File: src/rtl/adder_pkg.sv
// rtl/adder_pkg.sv - shared state encoding and default width for the serial adder
package adder_pkg;

    typedef enum logic [1:0] {
        IDLE  = 2'd0,
        SHIFT = 2'd1,
        DONE  = 2'd2
    } state_t;

    localparam int DEFAULT_WIDTH = 8;

endpackage

File: src/rtl/fulladdbhav.sv
// rtl/fulladdbhav.sv - combinational single-bit full adder cell
module fulladdbhav (
    input  logic a,
    input  logic b,
    input  logic cin,
    output logic sum,
    output logic cout
);

    assign sum  = a ^ b ^ cin;
    assign cout = (a & b) | (a & cin) | (b & cin);

endmodule

File: src/rtl/serial_adder.sv
// rtl/serial_adder.sv - bit-serial LSB-first adder around one fulladdbhav cell
module serial_adder
    import adder_pkg::*;
#(
    parameter int WIDTH = DEFAULT_WIDTH
) (
    input  logic             clk,
    input  logic             rst_n,
    input  logic             start,
    input  logic [WIDTH-1:0] a,
    input  logic [WIDTH-1:0] b,
    input  logic             cin,
    output logic             busy,
    output logic             done,
    output logic [WIDTH-1:0] sum,
    output logic             cout
);

    localparam int            CW   = $clog2(WIDTH + 1);
    localparam logic [CW-1:0] LAST = CW'(WIDTH - 1);

    state_t           state, state_nxt;
    logic [WIDTH-1:0] a_sh, b_sh, acc, acc_nxt;
    logic [CW-1:0]    cnt;
    logic             carry;
    logic             fa_sum, fa_cout;
    logic             load, step, last;

    fulladdbhav u_fa (
        .a    (a_sh[0]),
        .b    (b_sh[0]),
        .cin  (carry),
        .sum  (fa_sum),
        .cout (fa_cout)
    );

    // Result bits enter at the MSB so after WIDTH steps bit 0 holds the first sum bit.
    always_comb begin
        acc_nxt            = acc >> 1;
        acc_nxt[WIDTH-1]   = fa_sum;
    end

    always_ff @(posedge clk or negedge rst_n) begin
        if (!rst_n) begin
            state <= IDLE;
        end else begin
            state <= state_nxt;
        end
    end

    always_comb begin
        state_nxt = state;
        load      = 1'b0;
        step      = 1'b0;
        last      = 1'b0;
        busy      = 1'b0;
        done      = 1'b0;
        case (state)
            IDLE: begin
                if (start) begin
                    load      = 1'b1;
                    state_nxt = SHIFT;
                end
            end
            SHIFT: begin
                busy = 1'b1;
                step = 1'b1;
                if (cnt == LAST) begin
                    last      = 1'b1;
                    state_nxt = DONE;
                end
            end
            DONE: begin
                busy      = 1'b1;
                done      = 1'b1;
                state_nxt = IDLE;
            end
            default: begin
                state_nxt = IDLE;
            end
        endcase
    end

    always_ff @(posedge clk or negedge rst_n) begin
        if (!rst_n) begin
            a_sh  <= '0;
            b_sh  <= '0;
            carry <= 1'b0;
            cnt   <= '0;
            acc   <= '0;
            sum   <= '0;
            cout  <= 1'b0;
        end else if (load) begin
            a_sh  <= a;
            b_sh  <= b;
            carry <= cin;
            cnt   <= '0;
            acc   <= '0;
        end else if (step) begin
            a_sh  <= a_sh >> 1;
            b_sh  <= b_sh >> 1;
            carry <= fa_cout;
            cnt   <= cnt + CW'(1);
            acc   <= acc_nxt;
            if (last) begin
                sum  <= acc_nxt;
                cout <= fa_cout;
            end
        end
    end

endmodule

File: config.mk
export PLATFORM = sky130hd
export DESIGN_NAME = serial_adder
export DESIGN_NICKNAME = d
export VERILOG_FILES = /design/src/rtl/adder_pkg.sv /design/src/rtl/fulladdbhav.sv /design/src/rtl/serial_adder.sv
export SDC_FILE = /design/constraint.sdc
export NUM_CORES = 1
export LEC_CHECK = 0
export CORE_MARGIN = 3
export CORE_UTILIZATION = 51
export DETAILED_ROUTE_END_ITERATION = 8
export PLACE_DENSITY = 0.88
export SLEW_MARGIN = 5
export SYNTH_ARGS = -nofsm -noshare
export SYNTH_HDL_FRONTEND = slang
export SYNTH_SLANG_ARGS = --single-unit
File: constraint.sdc
create_clock -name clk -period 4.2 [get_ports clk]
set_input_delay 1.26 -clock clk [delete_from_list [all_inputs] [get_ports clk]]
set_output_delay 1.26 -clock clk [all_outputs]
set_load 0.03 [all_outputs]
Yosys cells after proc, flatten, opt, wreduce, memory -nomap -nowiden --
Index checks and enable logic that the tools add are counted.
Storage, ports and cells: bits of input ports 20, ROM bits 0, memories 0, RAM bits 0, bits in latches 0, bits in registers 40
Cells by class: bitwise gates (word level) 8, shifts and indexed selects 0, muxes and demuxes 20, reduce and logical (&&, ||, !) cells 5, eq/ne operators 5, magnitude comparators 0, add/subtract/negate cells 1, $mul 0, div/mod/pow operators 0
Operator list (count):
- $mux W8 | 6
- $mux W1 | 9
- $mux W4 | 2
- $add A4 B1 Y4 const B | 1
- $eq A4 B3 Y1 const B | 1
- $mux W2 | 2
- $ne A2 B2 Y1 const B | 2
- $pmux W2 S2 | 1
- $and A1 B1 Y1 | 3
- $reduce_and A3 Y1 | 1
- $eq A2 B1 Y1 const B | 1
- $eq A2 B2 Y1 const B | 1
- $logic_not A2 Y1 | 1
- $or A1 B1 Y1 | 2
- $reduce_and A2 Y1 | 1
- $reduce_bool A2 Y1 | 1
- $reduce_or A2 Y1 | 1
- $xor A1 B1 Y1 | 2
- $not A1 Y1 | 1

Depth between registers and ports, before layout --
depth in word-level cells 5, depth in mapped cells 7, gate-level depth less buffers 5

Modules after synthesis --
A second synthesis with hierarchy kept.
Second synthesis, totals: cells, all modules 148, area total of the unflattened synthesis 1775.5 sq um
Modules (own cells, without submodules):
- serial_adder | cells an instance 147, area an instance 1755.4 sq um, times used 1
- fulladdbhav | cells an instance 1, area an instance 20.0 sq um, times used 1

Least setup slack after synthesis --
No wires, ideal clock.
kind register to output, start register state[0], end output port busy, slack 2.071 ns, cell stages (with the launch flop) 3, required time 2.940 ns, arrival time 0.869 ns, cell sequence dfrtp_1 inv_1 ha_1
On the way: word-level cells in the longest chain between the ends 3, elaborated cells on any way between the ends 4, classes of those cells eq/ne: 2; mux: 1; reduce/logical: 1
Ends and longest elaborated chain:
- from (decl) | line serial_adder.sv:22 | state_t state, state_nxt;
- from (signal assigned) | line serial_adder.sv:47 | state <= state_nxt;
- $eq A2 B1 Y1 or $eq A2 B2 Y1 (tied branches) | line serial_adder.sv:58 | case (state)
- $reduce_or A2 Y1 (no source line) *
- $mux W1 * | line serial_adder.sv:58
- to (decl) | line serial_adder.sv:13 | output logic busy,
Mark *: on every way between the ends. The rest lies on a longest branch, timed or not.

Final worst setup path --
Same ends and word-level chain as after synthesis.

==> out/qor.txt <==
status: finished clean
most frequent cells in the layout: dfrtp_1, clkdlybuf4s50_1, mux2i_1
Synth Register Bits: 39
sequential fraction of the synthesis area: 55.0%
Critical path origin: state[0]
Startpoint Class: flop
Vias/cell: 5.14
Max Cap Violations: 0
remaining global-route overflow: 0
port bufs: 30
clock sinks: 39
NetSw: 0.501 mW
area grow syn2layout: 21.7%
vias in the first global route: 1212
Final setup viols: 0
CP top delay family: buffers and inverters
Diodes inserted: 0
count of buffer and inverter cells on the critical path: 2
Crit Path Max Fanout: 4
CP cell instances: inv_1, ha_1, clkdlybuf4s50_1
Avg WL per Cell: 13.5 um
Final ANT Viol Nets: 0
Fin. Hold Viols: 0
number of nets in the layout: 206
ratio of final minimum period to clock period: 73.3%
crit end category: primary output
first-pass iteration count of the detailed router: 3
die height: 65 um
DP HPWL: 2180 um
HP Class: flop to flop
global-route wire length before repair: 5300 um
Pins Over Slew Limit: 0
RSZ-0062 raised after global routing: false
hold path depth: 1
count of cell instances traversed by the critical path: 3
mapped cell area: 1780 um^2
cts-stage hold buffer count: 0
most common cell after layout, fill and taps aside: dfrtp_1
worst path arrival time: 1.82 ns
combinational share of power: 40.7%
final WL: 3030 um
CTS max path bufs: 2
Slowest cell on crit path: clkdlybuf4s50_1
TritonCTS clock tree: yes
initial core utilization: 55.9%
Post-CTS Resized: 0
GPL Wtd Cong: 0.703
switching share of total power: 36.7%
FF-to-FF Start: state[1]
min Tclk post-route: 3.08 ns
fin util: 68.0%
core area: 3180 um^2
CP required: 2.94 ns
area of the die: 4230 um^2
initial antenna violation count: 0
Cells after Synth: 148
largest net degree at the start of global routing: 46
power share of the clock group: 16.0%
H-tree levels: 2
GRT Resource Usage Total: 16.7%
Internal Power: 0.864 mW
Ports: 31
Clock Latency Late Sink: 0.35 ns
clock-pin slew on the worst setup and hold paths: 0.11 ns
PwrDens: 632 nW/um^2
via count: 1152
Total Negative Setup Slacks: 0 ns
CP Capture Point: busy
total CTS buffers: 5
DRC errors left: 0
Seq pwr share: 43.4%
die span in x: 65 um
worst slew pin tran: 0.839 ns
r2r worst-path depth: 5
share of layout cells above drive strength 1: 12.8%
synth warn: 0
Std-Cell Rows: 20
Mean Syn Cell Area: 12.0 um^2
peak supply drop: 0.329 mV
slowest stage delay, CP: 0.66 ns
Mapped Nets: 175
DR iter-0 viols: 40
Rel. slew slack: 44.1%
reg2reg end: sum[2]
Worst Skew: 0.00574 ns
post-synth cell types: 24
WS Path Type: flop to primary output
Post-CTS Repair Setup Buffers: 0
R2R Setup Slk: 2.03 ns
clock root buffer: clkbuf_4
f_max: 325 MHz
Leak Pwr: 0.992 nW
## cell usage after synthesis (all sizes together)
library cell | n | area, um^2
nor2 | 11 | 41.3
nand2 | 18 | 67.6
o21ai | 17 | 85.1
inv | 2 | 7.51
nand2b | 2 | 12.5
mux2i | 23 | 230
and2 | 1 | 6.26
ha | 6 | 75.1
a21oi | 1 | 5.00
nor2b | 1 | 6.26
dfrtp | 39 | 976
nand3b | 1 | 7.51
mux2 | 11 | 124
buf | 6 | 41.3
xnor2 | 1 | 8.76
clkbuf | 2 | 7.51
and2b | 1 | 8.76
xor2 | 2 | 17.5
fa | 1 | 20.0
nand4 | 2 | 27.5
## state kept, by name (all words and copies together) (netlist names)
register  cells
acc           7
b_sh          8
state         2
cnt           4
carry         1
sum           8
a_sh          8
cout          1
## area by class of cell
type	instances	area, um^2
Inverter	2	7.51
Tap cell	44	55.1
Clock buffer	8	68.8
Fill cell	255	1020
Timing Repair Buffer	32	310
Sequential cell	39	976
Multi-Input combinational cell	99	743
## metal layers
| layer | GRT usage [%] | wire, um | vias up |
|---|---|---|---|
| met1 | 18.5 | 1250 | 549 |
| met2 | 29.0 | 1540 | 33 |
| met3 | 4.51 | 166 | 9 |
| li1 | - | - | 561 |
| met4 | 8.71 | 74 | 0 |
| met5 | 0 | 0 | - |
## logic make-up after synthesis
logic type | synth area share (%)
adders and majority gates | 5.36
buffers and inverters | 3.17
and+or+nand+nor | 10.0
xor gates and xnor gates | 1.48
muxes | 19.9
DFF | 55.0
AOI/OAI and AO/OA | 5.07
## power groups by stage
stage	clock network, mW	registers (mW)	logic (mW)
final	0.218	0.592	0.555
after detailed placement	0	0.603	0.560
after global placement	0	0.591	0.526
after global routing	0.237	0.613	0.627
after floorplan	0	0.590	0.438
after CTS	0.222	0.594	0.564
## per-stage QoR
stage	std cells	power, mW	hold WS [ns]	instance area, um^2	worst slack, ns
floorplan	148	1.03	0.480	1780	2.07
global placement	216	1.12	0.487	2090	1.57
detailed placement	216	1.16	0.493	2090	1.49
CTS	224	1.38	0.519	2160	1.10
global route	224	1.48	0.540	2160	1.05
finish	224	1.37	0.516	2160	1.12
## worst min path at each step
stage                start  endpoint  slack, ns
detailed placement  sum[6]    sum[6]       0.49
floorplan           acc[1]    sum[0]       0.48
global route          cout      cout       0.54
finish              sum[6]    sum[6]       0.52
CTS                 sum[6]    sum[6]       0.52
global placement    sum[0]    sum[0]       0.49
(Power assumes the default switching activity.)
